**config.mk**
```make
export PLATFORM = sky130hd
export DESIGN_NAME = seq_detector_1011_flat
export DESIGN_NICKNAME = d
export VERILOG_FILES = /design/src/rtl/seq_detector_1011_if.sv /design/src/rtl/seq_detector_1011.sv /design/src/flat_wrapper.sv
export SDC_FILE = /design/constraint.sdc
export NUM_CORES = 1
export LEC_CHECK = 0
export ABC_AREA = 0
export CAP_MARGIN = 20
export CORE_AREA = 2 2 39 41
export CTS_BUF_LIST = sky130_fd_sc_hd__clkbuf_16
export DETAILED_ROUTE_END_ITERATION = 8
export DIE_AREA = 0 0 41 43
export GPL_ROUTABILITY_DRIVEN = 0
export MAX_ROUTING_LAYER = met4
export PLACE_DENSITY = 0.35
export SKIP_CTS_REPAIR_TIMING = 1
export SLEW_MARGIN = 10
export SYNTH_ARGS = -nofsm -noshare
export SYNTH_HDL_FRONTEND = slang
export SYNTH_SLANG_ARGS = --single-unit
```
**constraint.sdc**
```tcl
create_clock -name clk -period 1.2 [get_ports clk]
set_input_delay 0.12 -clock clk [delete_from_list [all_inputs] [get_ports clk]]
set_output_delay 0.12 -clock clk [all_outputs]
set_load 0.01 [all_outputs]
```
**src/rtl/seq_detector_1011_if.sv**
```systemverilog
`default_nettype none
// ---------------------------------------------------------------------------
// seq_detector_1011_if
// Serial data path signals for the 1011 pattern monitor.
// Revision: 1.0
// ---------------------------------------------------------------------------
interface seq_detector_1011_if;
  logic seq_in;
  logic detect_out;

  modport master (output seq_in, input detect_out);
  modport slave  (input seq_in, output detect_out);
endinterface
`default_nettype wire

```
**src/rtl/seq_detector_1011.sv**
```systemverilog
`default_nettype none
// ---------------------------------------------------------------------------
// seq_detector_1011
// Moore, non-overlapping detector for the serial bit pattern 1-0-1-1.
// Revision: 1.0
// ---------------------------------------------------------------------------
module seq_detector_1011 (
  input  wire logic           clk,
  input  wire logic           reset,
  seq_detector_1011_if.slave  bus
);

  typedef enum logic [4:0] {
    IDLE  = 5'b00001,
    S1    = 5'b00010,
    S10   = 5'b00100,
    S101  = 5'b01000,
    S1011 = 5'b10000
  } state_t;

  state_t r_state;
  state_t w_state_next;
  logic   r_detect;

  always_ff @(posedge clk) begin
    if (reset) begin
      r_state  <= IDLE;
      r_detect <= 1'b0;
    end else begin
      r_state  <= w_state_next;
      r_detect <= (w_state_next == S1011);
    end
  end

  // After a completed match the pattern bits are not reused; any
  // non-one-hot encoding falls back to IDLE via the default arm.
  always_comb begin
    w_state_next = IDLE;
    case (r_state)
      IDLE:    w_state_next = bus.seq_in ? S1    : IDLE;
      S1:      w_state_next = bus.seq_in ? S1    : S10;
      S10:     w_state_next = bus.seq_in ? S101  : IDLE;
      S101:    w_state_next = bus.seq_in ? S1011 : S10;
      S1011:   w_state_next = bus.seq_in ? S1    : IDLE;
      default: w_state_next = IDLE;
    endcase
  end

  assign bus.detect_out = r_detect;

endmodule
`default_nettype wire

```
**src/flat_wrapper.sv**
```systemverilog
// flat-port wrapper written by rule: the top's interface ports become plain ports
module seq_detector_1011_flat 
  (clk, reset, bus_seq_in, bus_detect_out);
  seq_detector_1011_if bus_i ();
  input  wire logic clk;
  input  wire logic reset;
  input wire logic [$bits(bus_i.seq_in)-1:0] bus_seq_in;
  output wire logic [$bits(bus_i.detect_out)-1:0] bus_detect_out;
  assign bus_i.seq_in = bus_seq_in;
  assign bus_detect_out = bus_i.detect_out;
  seq_detector_1011 u_core (.clk(clk), .reset(reset), .bus(bus_i));
endmodule
```
; Yosys cells after proc, flatten, opt, wreduce, memory -nomap -nowiden
; Index checks and enable logic that the tools add are counted.
[op_classes]
n_eq_ne = 6
mux = 5
reduce_logical = 1
[ops]
columns = operator, n
row1 = $pmux 5 s4, 1
row2 = $eq 5x5->1 const B, 2
row3 = $eq 5x1->1 const B, 1
row4 = $eq 5x2->1 const B, 1
row5 = $eq 5x3->1 const B, 1
row6 = $eq 5x4->1 const B, 1
row7 = $mux 5, 1
row8 = $mux 4, 1
row9 = $mux 3, 1
row10 = $mux 2, 1
row11 = $reduce_or 2->1, 1
[totals]
regBits = 6
output_inout_bits = 1
wordCells = 14

; Depth between registers and ports, before layout
[depth]
word_depth = 4
ltp_mapped = 4
ltp_nobuf = 3

; Least setup slack after synthesis
; OpenSTA, ideal clock, no wires.
[synth_path]
kind = reg2reg
start = register u_core.r_state[2]
end = register u_core.r_state[0]
setup_time_ns = 0.116
arrival_time_ns = 0.852
required_time_ns = 1.084
slack_ns = 0.232
stages_incl_launch_ff = 4
n_path_buf = 0
period_less_slack_ns = 0.968
cell_sequence = dfxtp_1 > nor3b_2 > nand3_1 > a41o_1
[synth_between]
elab_chain_len = 3
[synth_lines]
columns = item, line_no
row1 = start: declaration, seq_detector_1011.sv:21  ; state_t r_state;
row2 = start signal: assignment, seq_detector_1011.sv:30  ; r_state <= w_state_next;
row3 = $eq 5x1->1 or $eq 5x5->1 (tied branches), seq_detector_1011.sv:39  ; case (r_state)
row4 = $reduce_or 2->1 (no source line), -
row5 = $pmux 5 s4 *, seq_detector_1011.sv:39
; Mark *: on every way between the ends. The rest lies on a longest branch, timed or not.
; A chain may end at the register's enable or synchronous reset.

; Worst setup path after layout
[layout_path]
start = register u_core.r_detect (netlist: u_core.bus.detect_out)
end = output bus_detect_out
[layout_lines]
columns = item, line_no
row1 = start: declaration, seq_detector_1011.sv:23  ; logic r_detect;
row2 = start signal: assignment, seq_detector_1011.sv:31  ; r_detect <= (w_state_next == S1011);
row3 = end: declaration, flat_wrapper.sv:8  ; output wire logic [$bits(bus_i.detect_out)-1:0] bus_detect_out;
; No word-level cell between the ends.

==> out/qor.csv <==
stage,metric,value,unit
critical_path,crit_family,buffers and inverters,
synthesis,post_synth.cell_area_avg,8.64,µm²
grt,grt_antenna_before_repair,0,
synthesis,yosys.area.top_type_share,42.1,%
timing,max_clock_freq,0.862,GHz
grt,grt_overflow,0,
place,placedInstanceArea,338,µm²
detailed_routing,route.detailed.drc,0,
critical_path,worstPathRequired,1.08,ns
synthesis,net_count_synth,36,
floorplanning,effective_utilization_at_floorplan,20.6,%
clock_network,clock_sinks,6,
critical_path,crit_path_start_kind,flop,
cells_and_area,finish.utilization,29.8,%
critical_path,worst_path_max_delay_cell,clkdlybuf4s50_1,
synthesis,post-synth-top-count-cell,dfxtp_1,
critical_path,critical_path.cell_chain,clkdlybuf4s50_1,
floorplanning,fp.dieW,41,µm
synthesis,synth-seq-cells,6,
clock_network,clockRootBuffer,clkbuf_16,
detailed_routing,ant_nets,0,
grt,first_global_vias,259,
critical_path,crit_path_max_fanout,1,
floorplanning,std_cell_rows,14,
synthesis,synth_area_leaders,"dfxtp_1 42%, nand3_1 7.0%, nor2_1 6.6%",
timing,final_max_slew_viol_count,0,
clock_network,cts.reportedPaths.clkPinSlew,0.03,ns
synthesis,synth_ff_type,dfxtp_1,
power,max-vdd-ir-drop,894,µV
critical_path,cpPeakStageDelay,0.52,ns
critical_path,end_kind,output pin,
detailed_routing,detailroute.via_count,238,
grt,grt_usage,10.2,%
timing,clock-skew-final,0.00176,ns
cells_and_area,nets,44,
floorplanning,dieHeight,43,µm
synthesis,synth_top_cell_by_area,dfxtp_1,
place,port_buffers,3,
worst_hold_path,min_path_type,reg -> reg,
synthesis,synth_cell_type_count,17,
clock_network,clock_tree.buffer_depth,2,
cells_and_area,insertedDiodeCount,0,
timing,final.min_clock_period,1.16,ns
cells_and_area,area_of_all_placed_cells_without_fillers,413,µm²
critical_path,worst-endpoint-arrival,1.04,ns
timing,final.period_utilization,96.6,%
clock_network,cts-htree-levels,1,
critical_path,path_buf_inv,1,
cells_and_area,ratio_of_cells_with_drive_above_1_in_the_final_layout,15.4,%
power,pleak,0.162,nW
synthesis,synth_seq_area_share,42.1,%
clock_network,clock_insertion_delay_worst_skew,0.22,ns
critical_path,path_class,reg -> out,
run_status,status,"complete, no violations",
run,drv_cap,0,
timing,headroom_to_the_max_slew_limit,82.5,%
floorplanning,floorplan.die_area,0.00176,mm²
detailed_routing,drt-met1-wl,281,µm
detailed_routing,wl_met3,23,µm
synthesis,synth-warning-count,0,
place,hpwlAfterDp,407,µm
grt,grt_max_degree,9,
timing,timing_hold_violations_final,0,
detailed_routing,detailroute.wirelength.met2,262,µm
synthesis,asyncSetResetFlopFracSynth,0,%
synthesis,syn-cell-area,285,µm²
synthesis,synth_common_cells,"6 x dfxtp_1, 5 x nor2_1, 4 x nand3_1",
clock_network,tritoncts,done,
detailed_routing,drt_first_pass_iters,2,
synthesis,post_synth_inst_count,33,
detailed_routing,drt-total-wl,568,µm
power,power-per-cell-area,1880,mW/mm²
clock_network,cts_inserted_buffers,3,
floorplanning,num_io_pins,4,
timing,finalSetupViolCount,0,
floorplanning,core,0.00138,mm²
timing,grt_setup_unrepaired,false,
detailed_routing,wl_per_cell,10.3,µm
detailed_routing,viasPerCell,4.33,
detailed_routing,detail_route.iter0.violations,6,
cells_and_area,area_growth_syn_to_layout,44.7,%
timing,tightestPinTransition,0.263,ns
synthesis,synth-edff-count,0,
grt,grt_first_pass_wirelength,1.14,mm
detailed_routing,highest-signal-layer,met3,
[final timing paths]
kind | start | endpoint | slack (ns) | cells past startpoint
hold reg to reg | u_core.r_state[3] | u_core.r_state[3] | 0.58 | 1
setup reg to reg | u_core.r_state[3] | u_core.r_state[0] | 0.14 | 3
setup / recovery | u_core.bus.detect_out | bus_detect_out | 0.04 | 1
hold / removal | u_core.r_state[3] | u_core.r_state[3] | 0.58 | 1
[stage by stage]
stage / instances / TNS [ns] / hold slack, ns / worst slack (ns) / total power, W
final: 55 / 0 / 0.575 / 0.0402 / 0.000778
after global routing: 55 / 0 / 0.608 / 0.00797 / 0.000818
after CTS: 55 / 0 / 0.578 / 0.0288 / 0.000792
after detailed placement: 52 / -0.0733 / 0.573 / -0.0733 / 0.000255
after global placement: 52 / -0.0547 / 0.568 / -0.0547 / 0.000255
after floorplan: 33 / 0 / 0.198 / 0.232 / 0.000239
[cells by family (layout without fill, tap and decap cells)]
group           after synthesis  count (layout)  share of synthesized area, %
buf+inv                       1               7                          1.75
flops                         6               6                          42.1
compound gates                4               4                          8.77
xor+xnor                      2               2                          6.14
simple gates                 20              20                          41.2
[area by class of cell]
class	instances	area [µm²]
clock buffers	3	75.1
fillers	152	971
multi-input cells	26	160
flip-flops and latches	6	120
well taps	16	20.0
repair buffers	4	37.5
[sequential cells by signal, indices dropped and copies added (netlist names)]
name and count:
u_core.r_state 5, u_core.bus.detect_out 1
[cell usage in the layout (no fill, tap or decap)]
master / Yosys / final
a41o_1: 1 / 1
and3_1: 1 / 1
and3b_1: 1 / 1
buf_4: 0 / 1
clkbuf_16: 0 / 3
clkdlybuf4s50_1: 0 / 3
dfxtp_1: 6 / 6
nand2b_1: 1 / 1
nand3_1: 4 / 4
nor2_1: 5 / 5
nor2b_1: 2 / 2
nor2b_2: 1 / 1
nor3_1: 2 / 2
nor3b_1: 1 / 1
nor3b_2: 1 / 1
nor4_1: 1 / 1
o21ai_0: 1 / 1
o21ai_1: 2 / 2
xor2_1: 2 / 2
[worst reg2reg max path, delay by kind of cell, from the launching register on]
family / cells / cell delay [ns]
AOI/OAI and AO/OA: 2 / 0.28
DFF: 1 / 0.44
and+or+nand+nor: 1 / 0.22
[where the power goes]
part	leakage [nW]	switching [W]	internal [W]
clock network	0.0370	0.0000984	0.000426
logic	0.0767	0.0000164	0.0000210
registers	0.0488	0.00000942	0.000206
total	0.162	0.000124	0.000653
[metal layers]
| layer | vias to the layer above | GRT usage [%] |
|---|---|---|
| li1 | 128 | - |
| met1 | 108 | 12.9 |
| met2 | 2 | 12.8 |
| met3 | 0 | 6.28 |
| met4 | 0 | 4.00 |
| met5 | - | - |
Note: power is estimated with default switching activity, not from simulation.
